### src/rtl/mcycle_core.sv
// Multi-cycle RISC-V integer core (XLEN 32/64) with a FETCH/EXEC/MEM/HALT sequencer.
// Define MCORE_BRANCH_EXT_EN to also decode blt/bge/bltu/bgeu.
module mcycle_core #(
  parameter int unsigned XLEN     = 64,
  parameter logic [63:0] RESET_PC = 64'h8000_0000
) (
  input  logic              clk,
  input  logic              rst_n,
  output logic              imem_req,
  output logic [XLEN-1:0]   imem_addr,
  input  logic              imem_ready,
  input  logic [31:0]       imem_rdata,
  output logic              dmem_req,
  output logic              dmem_we,
  output logic [XLEN-1:0]   dmem_addr,
  output logic [XLEN-1:0]   dmem_wdata,
  output logic [XLEN/8-1:0] dmem_wstrb,
  input  logic              dmem_ready,
  input  logic [XLEN-1:0]   dmem_rdata,
  output logic [XLEN-1:0]   pc,
  output logic              retire,
  output logic              halt,
  output logic              halt_trap,
  output logic [XLEN-1:0]   halt_code
);

  localparam int unsigned    NB          = XLEN / 8;
  localparam logic [XLEN-1:0] LP_RESET_PC = RESET_PC[XLEN-1:0];

  localparam logic [1:0] S_FETCH = 2'd0;
  localparam logic [1:0] S_EXEC  = 2'd1;
  localparam logic [1:0] S_MEM   = 2'd2;
  localparam logic [1:0] S_HALT  = 2'd3;

  localparam logic [6:0] OP_IMM    = 7'b0010011;
  localparam logic [6:0] OP_REG    = 7'b0110011;
  localparam logic [6:0] OP_LUI    = 7'b0110111;
  localparam logic [6:0] OP_AUIPC  = 7'b0010111;
  localparam logic [6:0] OP_JAL    = 7'b1101111;
  localparam logic [6:0] OP_JALR   = 7'b1100111;
  localparam logic [6:0] OP_BRANCH = 7'b1100011;
  localparam logic [6:0] OP_LOAD   = 7'b0000011;
  localparam logic [6:0] OP_STORE  = 7'b0100011;
  localparam logic [6:0] OP_SYSTEM = 7'b1110011;

  logic [1:0]      r_state;
  logic [XLEN-1:0] r_pc;
  logic [31:0]     r_instr;
  logic [XLEN-1:0] r_rf [32];
  logic            r_halt;
  logic            r_trap;
  logic [XLEN-1:0] r_code;

  logic [6:0]      w_opcode;
  logic [2:0]      w_funct3;
  logic [6:0]      w_funct7;
  logic [4:0]      w_rd;
  logic [4:0]      w_rs1_idx;
  logic [4:0]      w_rs2_idx;
  logic [XLEN-1:0] w_rs1;
  logic [XLEN-1:0] w_rs2;

  logic signed [31:0] w_imm_i32;
  logic signed [31:0] w_imm_s32;
  logic signed [31:0] w_imm_b32;
  logic signed [31:0] w_imm_u32;
  logic signed [31:0] w_imm_j32;
  logic signed [31:0] w_ld_word;
  logic [XLEN-1:0]    w_imm_i;
  logic [XLEN-1:0]    w_imm_s;
  logic [XLEN-1:0]    w_imm_b;
  logic [XLEN-1:0]    w_imm_u;
  logic [XLEN-1:0]    w_imm_j;

  logic            w_legal;
  logic            w_wb_en;
  logic [XLEN-1:0] w_wb_data;
  logic [XLEN-1:0] w_pc4;
  logic [XLEN-1:0] w_next_pc;
  logic            w_taken;
  logic            w_is_load;
  logic            w_is_store;
  logic            w_is_dword;
  logic            w_is_ebreak;
  logic            w_is_mem;
  logic [XLEN-1:0] w_mem_addr;
  logic            w_misaligned;
  logic [XLEN-1:0] w_st_data;
  logic [NB-1:0]   w_st_strb;
  logic [XLEN-1:0] w_ld_data;
  logic            w_rf_we;
  logic [XLEN-1:0] w_rf_wdata;
  logic            w_dreq;

  assign w_opcode  = r_instr[6:0];
  assign w_rd      = r_instr[11:7];
  assign w_funct3  = r_instr[14:12];
  assign w_rs1_idx = r_instr[19:15];
  assign w_rs2_idx = r_instr[24:20];
  assign w_funct7  = r_instr[31:25];

  assign w_rs1 = (w_rs1_idx == 5'd0) ? '0 : r_rf[w_rs1_idx];
  assign w_rs2 = (w_rs2_idx == 5'd0) ? '0 : r_rf[w_rs2_idx];

  // Immediates are assembled at 32 bits as signed words, then sign-extended to XLEN.
  assign w_imm_i32 = {{20{r_instr[31]}}, r_instr[31:20]};
  assign w_imm_s32 = {{20{r_instr[31]}}, r_instr[31:25], r_instr[11:7]};
  assign w_imm_b32 = {{19{r_instr[31]}}, r_instr[31], r_instr[7], r_instr[30:25],
                      r_instr[11:8], 1'b0};
  assign w_imm_u32 = {r_instr[31:12], 12'b0};
  assign w_imm_j32 = {{11{r_instr[31]}}, r_instr[31], r_instr[19:12], r_instr[20],
                      r_instr[30:21], 1'b0};
  assign w_imm_i   = XLEN'(w_imm_i32);
  assign w_imm_s   = XLEN'(w_imm_s32);
  assign w_imm_b   = XLEN'(w_imm_b32);
  assign w_imm_u   = XLEN'(w_imm_u32);
  assign w_imm_j   = XLEN'(w_imm_j32);

  assign w_pc4 = r_pc + XLEN'(4);

  always_comb begin
    w_legal     = 1'b0;
    w_wb_en     = 1'b0;
    w_wb_data   = '0;
    w_next_pc   = w_pc4;
    w_taken     = 1'b0;
    w_is_load   = 1'b0;
    w_is_store  = 1'b0;
    w_is_dword  = 1'b0;
    w_is_ebreak = 1'b0;
    case (w_opcode)
      OP_IMM: begin
        if (w_funct3 == 3'b000) begin
          w_legal   = 1'b1;
          w_wb_en   = 1'b1;
          w_wb_data = w_rs1 + w_imm_i;
        end else if (w_funct3 == 3'b011) begin
          w_legal   = 1'b1;
          w_wb_en   = 1'b1;
          w_wb_data = {{(XLEN-1){1'b0}}, (w_rs1 < w_imm_i)};
        end
      end
      OP_REG: begin
        if (w_funct3 == 3'b000 && w_funct7 == 7'b0000000) begin
          w_legal   = 1'b1;
          w_wb_en   = 1'b1;
          w_wb_data = w_rs1 + w_rs2;
        end else if (w_funct3 == 3'b000 && w_funct7 == 7'b0100000) begin
          w_legal   = 1'b1;
          w_wb_en   = 1'b1;
          w_wb_data = w_rs1 - w_rs2;
        end
      end
      OP_LUI: begin
        w_legal   = 1'b1;
        w_wb_en   = 1'b1;
        w_wb_data = w_imm_u;
      end
      OP_AUIPC: begin
        w_legal   = 1'b1;
        w_wb_en   = 1'b1;
        w_wb_data = r_pc + w_imm_u;
      end
      OP_JAL: begin
        w_legal   = 1'b1;
        w_wb_en   = 1'b1;
        w_wb_data = w_pc4;
        w_next_pc = r_pc + w_imm_j;
      end
      OP_JALR: begin
        if (w_funct3 == 3'b000) begin
          w_legal   = 1'b1;
          w_wb_en   = 1'b1;
          w_wb_data = w_pc4;
          w_next_pc = (w_rs1 + w_imm_i) & ~XLEN'(1);
        end
      end
      OP_BRANCH: begin
        w_legal = 1'b1;
        case (w_funct3)
          3'b000: w_taken = (w_rs1 == w_rs2);
          3'b001: w_taken = (w_rs1 != w_rs2);
`ifdef MCORE_BRANCH_EXT_EN
          3'b100: w_taken = ($signed(w_rs1) < $signed(w_rs2));
          3'b101: w_taken = ($signed(w_rs1) >= $signed(w_rs2));
          3'b110: w_taken = (w_rs1 < w_rs2);
          3'b111: w_taken = (w_rs1 >= w_rs2);
`endif
          default: w_legal = 1'b0;
        endcase
        if (w_taken) w_next_pc = r_pc + w_imm_b;
      end
      OP_LOAD: begin
        if (w_funct3 == 3'b010) begin
          w_legal   = 1'b1;
          w_is_load = 1'b1;
        end else if (w_funct3 == 3'b011 && XLEN == 64) begin
          w_legal    = 1'b1;
          w_is_load  = 1'b1;
          w_is_dword = 1'b1;
        end
      end
      OP_STORE: begin
        if (w_funct3 == 3'b010) begin
          w_legal    = 1'b1;
          w_is_store = 1'b1;
        end else if (w_funct3 == 3'b011 && XLEN == 64) begin
          w_legal    = 1'b1;
          w_is_store = 1'b1;
          w_is_dword = 1'b1;
        end
      end
      OP_SYSTEM: begin
        if (r_instr == 32'h0010_0073) begin
          w_legal     = 1'b1;
          w_is_ebreak = 1'b1;
        end
      end
      default: ;
    endcase
  end

  assign w_is_mem     = w_is_load | w_is_store;
  assign w_mem_addr   = w_rs1 + ((w_opcode == OP_STORE) ? w_imm_s : w_imm_i);
  assign w_misaligned = w_is_dword ? (w_mem_addr[2:0] != 3'b000) : (w_mem_addr[1:0] != 2'b00);

  // A word store replicates rs2[31:0] into every 32-bit half; the strobes pick the half.
  always_comb begin
    w_st_data = '0;
    w_st_strb = '0;
    for (int i = 0; i < int'(NB); i++) begin
      if (w_is_dword) begin
        w_st_data[8*i +: 8] = w_rs2[8*i +: 8];
        w_st_strb[i]        = 1'b1;
      end else begin
        w_st_data[8*i +: 8] = w_rs2[8*(i%4) +: 8];
        w_st_strb[i]        = (XLEN == 32) || ((i / 4) == int'(w_mem_addr[2]));
      end
    end
  end

  assign w_ld_word = dmem_rdata[31:0];
  assign w_ld_data = w_is_dword ? dmem_rdata : XLEN'(w_ld_word);

  always_comb begin
    w_rf_we    = 1'b0;
    w_rf_wdata = w_wb_data;
    if (r_state == S_EXEC && w_wb_en) begin
      w_rf_we = 1'b1;
    end else if (r_state == S_MEM && dmem_ready && w_is_load) begin
      w_rf_we    = 1'b1;
      w_rf_wdata = w_ld_data;
    end
  end

  always_ff @(posedge clk) begin
    if (!rst_n) begin
      r_state <= S_FETCH;
      r_pc    <= LP_RESET_PC;
      r_instr <= '0;
      r_halt  <= 1'b0;
      r_trap  <= 1'b0;
      r_code  <= '0;
    end else begin
      case (r_state)
        S_FETCH: begin
          if (imem_ready) begin
            r_instr <= imem_rdata;
            r_state <= S_EXEC;
          end
        end
        S_EXEC: begin
          if (!w_legal || (w_is_mem && w_misaligned)) begin
            r_halt  <= 1'b1;
            r_trap  <= 1'b1;
            r_state <= S_HALT;
          end else if (w_is_ebreak) begin
            r_halt  <= 1'b1;
            r_code  <= r_rf[10];
            r_state <= S_HALT;
          end else if (w_is_mem) begin
            r_state <= S_MEM;
          end else begin
            r_pc    <= w_next_pc;
            r_state <= S_FETCH;
          end
        end
        S_MEM: begin
          if (dmem_ready) begin
            r_pc    <= w_pc4;
            r_state <= S_FETCH;
          end
        end
        default: ;
      endcase
    end
  end

  // Register file is deliberately left uninitialised by reset.
  always_ff @(posedge clk) begin
    if (rst_n && w_rf_we && (w_rd != 5'd0)) r_rf[w_rd] <= w_rf_wdata;
  end

  assign w_dreq     = rst_n && (r_state == S_MEM);
  assign imem_req   = rst_n && (r_state == S_FETCH);
  assign imem_addr  = r_pc;
  assign dmem_req   = w_dreq;
  assign dmem_we    = w_dreq && w_is_store;
  assign dmem_addr  = w_dreq ? w_mem_addr : '0;
  assign dmem_wdata = (w_dreq && w_is_store) ? w_st_data : '0;
  assign dmem_wstrb = (w_dreq && w_is_store) ? w_st_strb : '0;
  assign retire     = rst_n && (((r_state == S_EXEC) && w_legal && !w_is_mem) ||
                                ((r_state == S_MEM) && dmem_ready));
  assign pc         = r_pc;
  assign halt       = r_halt;
  assign halt_trap  = r_trap;
  assign halt_code  = r_code;

endmodule

### config.mk
export PLATFORM = sky130hd
export DESIGN_NAME = mcycle_core
export DESIGN_NICKNAME = d
export VERILOG_FILES = /design/src/rtl/mcycle_core.sv
export SDC_FILE = /design/constraint.sdc
export NUM_CORES = 2
export LEC_CHECK = 0
export BUFFER_PORTS_ARGS = -buffer_cell sky130_fd_sc_hd__buf_4
export CAP_MARGIN = 20
export CORE_MARGIN = 1.5
export CORE_UTILIZATION = 40
export DETAILED_ROUTE_END_ITERATION = 10
export PLACE_DENSITY_LB_ADDON = 0.2
export SYNTH_ARGS = -nofsm -noshare
export SYNTH_HDL_FRONTEND = slang
export SYNTH_SLANG_ARGS = --single-unit
export TNS_END_PERCENT = 100
### constraint.sdc
create_clock -name clk -period 10 [get_ports clk]
set_input_delay 2 -clock clk [delete_from_list [all_inputs] [get_ports clk]]
set_output_delay 2 -clock clk [all_outputs]
set_load 0.01 [all_outputs]
== After elaboration in Yosys (flattened, before gate mapping) ==
Memories as Yosys holds them, arrays and structs flattened. A register that Yosys moved wholly into a read port is not among the register bits.
Cells that the tools add are included.
Word-level totals
  flip-flop bits (word level): 100
  memory bits (writable): 2048
  input port bits: 100
  output and inout bits: 334
  memories: 1
Cells by class
  add/sub/neg operators: 8
  order comparisons: 1
  eq/ne operators: 24
  muxes and demuxes: 63
  bitwise logic cells: 3
  reductions and logical operators: 39
Memories
  r_rf: words 32, bits a word 64, rd ports 3, clocked after Yosys merged registers in 3, write ports 1, RTL line 49  | logic [XLEN-1:0] r_rf [32];
Operators with widths (count)
  64-bit 2-to-1 mux: 17
  64-bit adder: 6
  64-bit one-hot mux with 6 select lines: 1
  64-bit one-hot mux with 3 select lines: 1
  64-bit one-hot mux with 2 select lines: 1
  64-bit by 3-bit adder with 64-bit output (second input constant): 1
  64-bit == test: 1
  64-bit < comparator: 1
  64-bit != test: 1
  64-bit subtractor: 1
  8-bit 2-to-1 mux: 5
  32-bit by 21-bit == test with 1-bit output (second input constant): 1
  7-bit by 6-bit == test with 1-bit output (second input constant): 4
  7-bit == test (second input constant): 4
  5-bit 2-to-1 mux: 5
  1-bit 2-to-1 mux: 24
  7-bit by 5-bit == test with 1-bit output (second input constant): 2
  1-bit logical AND: 14
  5-bit logical NOT: 2
  2-bit 2-to-1 mux: 5
  2-bit != test (second input constant): 5
  7-bit by 2-bit == test with 1-bit output (second input constant): 1
  7-bit logical NOT: 1
  1-bit one-hot mux with 7 select lines: 1
  21 further kinds: 33

== Depth between registers and ports, before layout ==
  word-level depth: 11
  depth in mapped cells: 31
  mapped depth without buffers: 23

== Worst setup path after synthesis ==
OpenSTA, ideal clock, no wires.
  path kind: register to register
  start point: register with a tool-made name
  end point: memory r_rf[0][52], data pin
  data arrival time: 8.249 ns
  setup slack: 1.297 ns
  stages on the path, launching flop included: 30
  cell sequence: dfxtp_1 > buf_4 > buf_6 > buf_6 > buf_2 > buf_4 > buf_2 > clkbuf_1 > buf_1 > mux4_2 > mux4_2 > mux2i_1 > nor2_1 > ha_1 > fa_1 > nor2b_1 > o311ai_0 > a31oi_1 > a211oi_1 > o2111ai_1 > a31oi_1 > a21oi_1 > o21a_1 > o21ai_0 > o21ai_0 > a311oi_1 > nor2_1 > nor2_1 > xnor2_1 > o21ai_0
RTL lines (RTL line)
  end, declared: 49

==> results.sh <==
export IMPL_yosys_register_bits=2221
export IMPL_ys_flop_type="edfxtp_1"
export IMPL_clockBufferDepth=4
export IMPL_maxSlewViolCount=0
export IMPL_clock_latency_ps=920
export IMPL_place_gp_congestion=1.03
export IMPL_grtUsageTotal_pct=35.4
export IMPL_clock_sinks=2221
export IMPL_core_area_mm2=0.321
export IMPL_final_area_mm2=0.148
export IMPL_cts_hold_buf=0
export IMPL_cp_slowest_cell="dfxtp_4"
export IMPL_cp_max_fo=64
export IMPL_firstDrtPassIters=6
export IMPL_reg2reg_slack_ps=920
export IMPL_routedWlPerCell_um=40.2
export IMPL_post_place_ws_ps=1180
export IMPL_area_growth_pct=14.8
export IMPL_critPathArrivalTime_ps=7990
export IMPL_clock_skew_final_ps=71.6
export IMPL_layout_drive_gt1_share_pct=26.1
export IMPL_power_leakage_nw=43.8
export IMPL_max_freq_mhz=100
export IMPL_seq_area_frac_synth_pct=50.4
export IMPL_vias_per_cell=6.75
export IMPL_synth_edf_count=2048
export IMPL_netlist_area_mm2=0.129
export IMPL_tns_ps=0
export IMPL_cts_max_level=5
export IMPL_cts_buffers=262
export IMPL_crit_chain="buf_12 -> buf_12 -> mux4_2 -> mux4_2 -> nand2_1 -> a21oi_1 -> ha_1 -> inv_1 -> a21oi_1 -> o31ai_1 -> a21o_1 -> a21boi_0 -> o21ai_0 -> a21oi_1 -> o21bai_1 -> a21oi_1 -> nand3_1 -> a21oi_1 -> xnor2_1 -> nor2_1 -> buf_4"
export IMPL_cts_tree="built"
export IMPL_final_util_pct=46.1
export IMPL_num_rows=208
export IMPL_cts_resized_gates=0
export IMPL_outcome="complete, no violations"
export IMPL_grt_pass1_wl_mm=795
export IMPL_grt_pass1_vias=94900
export IMPL_setup_ws_ps=9.48
export IMPL_critPathKind="reg2out"
export IMPL_cts_root_buf="clkbuf_16"
export IMPL_drt_total_wl_mm=588
export IMPL_drt_initial_drc_count=15600
export IMPL_drcViolationCount=0
export IMPL_setup_violations=0
export IMPL_min_path_type="reg2reg"
export IMPL_die_area_mm2=0.325
export IMPL_tightest_slew_ps=1480
export IMPL_stdcell_count=14600
export IMPL_io_pins=434
export IMPL_place_area_mm2=0.139
export IMPL_clkTransAtPathRegs_ps=60
export IMPL_antenna_found_initial=35
export IMPL_ir_worst_vdd_mv=0.128
export IMPL_ant_nets=0
export IMPL_die_w_um=570
export IMPL_maxSlewHeadroom_pct=1.56
export IMPL_period_share_pct=99.9
export IMPL_critPathLaunchType="flip-flop"
export IMPL_netlist_area_leader_share_pct=47.8
export IMPL_num_nets_final=10500
export IMPL_synth_avg_cell_area_um2=13.4
export IMPL_finalCriticalPeriod_ps=9990
export IMPL_synth_top_area_cell="edfxtp_1"
export IMPL_hold_viol_final=0
export IMPL_cp_required_ps=8000
export IMPL_fillers=28400
export IMPL_rsz0062_at_grt="false"
export IMPL_hpwl_mm=401
export IMPL_yosys_cell_types_count=120
export IMPL_io_buffers=431
export IMPL_synth_area_leaders="edfxtp_1 (48%), mux4_2 (20%), ha_1 (2.9%)"
export IMPL_path_common_cell="a21oi_1"
export IMPL_overflow=0
export IMPL_initial_core_util_pct=40.2
export IMPL_dp_cells=14100
export IMPL_dr_total_vias=98700
export IMPL_chipHeight_um=570
export IMPL_cts_setup_buffers=0
export IMPL_async_reset_ff_share_pct=0
export IMPL_cap_violations=0
export IMPL_powerDensity_mw_per_mm2=187
export IMPL_syn_inst=9600
export IMPL_grt_max_degree=84
export IMPL_endpoint_kind="output port"
export IMPL_critPathMaxStageDelay_ps=880
export IMPL_ys_warnings_count=0
[worst max-delay path, delay by kind of cell, from the launching register on]
kind | cells | cell delay (ps)
AO/OA/AOI/OAI | 10 | 2360
XOR/XNOR | 1 | 330
AND/OR/NAND/NOR | 3 | 410
flip-flops | 1 | 880
adder cells (fa/ha/maj) | 1 | 660
buffers and inverters | 4 | 1270
multiplexers | 2 | 920
[report_power, final]
part	switching [W]	internal (W)
clock network	0.00401	0.00565
logic	0.00522	0.00237
registers	0.000182	0.0102
total	0.00942	0.0182
[synth_stat cells, drive strengths merged, types with 53 or more instances]
cell type,n
xnor2,278
clkbuf,449
nand2,793
xor2,130
a31oi,59
o22ai,58
o21bai,99
a21o,91
ha,303
nand4,85
a22oi,65
mux4,1164
buf,281
a221oi,74
mux2i,127
o21ai,400
o221ai,79
nor3,108
a21oi,726
nor4,57
inv,282
edfxtp,2048
mux2,56
dfxtp,173
nor2,625
and3,53
nand3,109
a21boi,118
[sequential cells by signal (all words and copies together), names as in the netlist, named ones only]
name       count
r_instr       32
halt           1
halt_trap      1
r_rf        2048
halt_code     64
imem_addr     63
r_state        2
[metal layers]
| metal | part of all wire (%) | vias to the layer above | GRT usage (%) |
|---|---|---|---|
| li1 | - | 39100 | - |
| met5 | 0.015 | - | 0 |
| met1 | 39 | 51300 | 48.3 |
| met3 | 11 | 1249 | 6.75 |
| met4 | 6.2 | 12 | 18.1 |
| met2 | 44 | 6946 | 53.9 |
[worst paths after layout]
path	from	end	cells past startpoint
worst min register to register	halt_code[42]$_SDFFE_PN0P_	halt_code[42]$_SDFFE_PN0P_	2
worst max-delay path	flip-flop	dmem_addr[63]	21
worst min-delay path	halt_code[42]$_SDFFE_PN0P_	halt_code[42]$_SDFFE_PN0P_	2
worst max register to register	flip-flop	r_rf[1][58]$_DFFE_PP_	24
[kinds of logic (layout without fill, tap and decap cells)]
family	Yosys count	in the layout	synth area share, %
muxes	1347	1347	21.8
adders and majority gates	317	317	3.11
xor gates and xnor gates	408	408	2.78
DFF	2221	2221	50.4
and+or+nand+nor	2122	2122	7.49
buffers and inverters	1016	1645	3.44
AOI/OAI and AO/OA	2168	2168	10.9
other	1	77	0.00291
[cell type report]
class / instances / area [um2] / share of cell area (%)
antenna: 11 / 27.5 / 0.0186
clock buffer: 356 / 7250 / 4.91
clock inverter: 119 / 1230 / 0.830
inverter: 286 / 1090 / 0.736
multi-input combinational: 6428 / 60300 / 40.8
sequential: 2221 / 65000 / 44.0
tap: 4305 / 5390 / 3.64
timing repair buffer: 884 / 7540 / 5.10
[metrics by stage]
step	total power, W	hold slack, ps
3_3_place_gp	0.0180	451
2_1_floorplan	0.0148	451
3_5_place_dp	0.0179	461
5_1_grt	0.0284	480
6_report	0.0276	467
4_1_cts	0.0275	468
[cell usage in the layout (no fill, tap or decap), types with 54 or more instances in the layout]
master	n
buf_12	68
conb_1	66
xor2_1	129
dfxtp_1	161
a221oi_1	72
inv_1	275
xnor2_1	277
mux2i_1	127
nor4_1	55
nor3_1	103
a21o_1	91
nand2_1	787
a22oi_1	64
nor2_1	586
a31oi_1	54
clkbuf_16	273
ha_1	303
nand4_1	85
o21ai_0	347
mux2_2	56
clkbuf_1	72
edfxtp_1	2048
o22ai_1	57
nand3_1	106
o221ai_1	56
o21bai_1	98
a21boi_0	113
a21oi_1	718
mux4_2	1162
buf_4	804
Note: power is estimated with default switching activity, not from simulation.
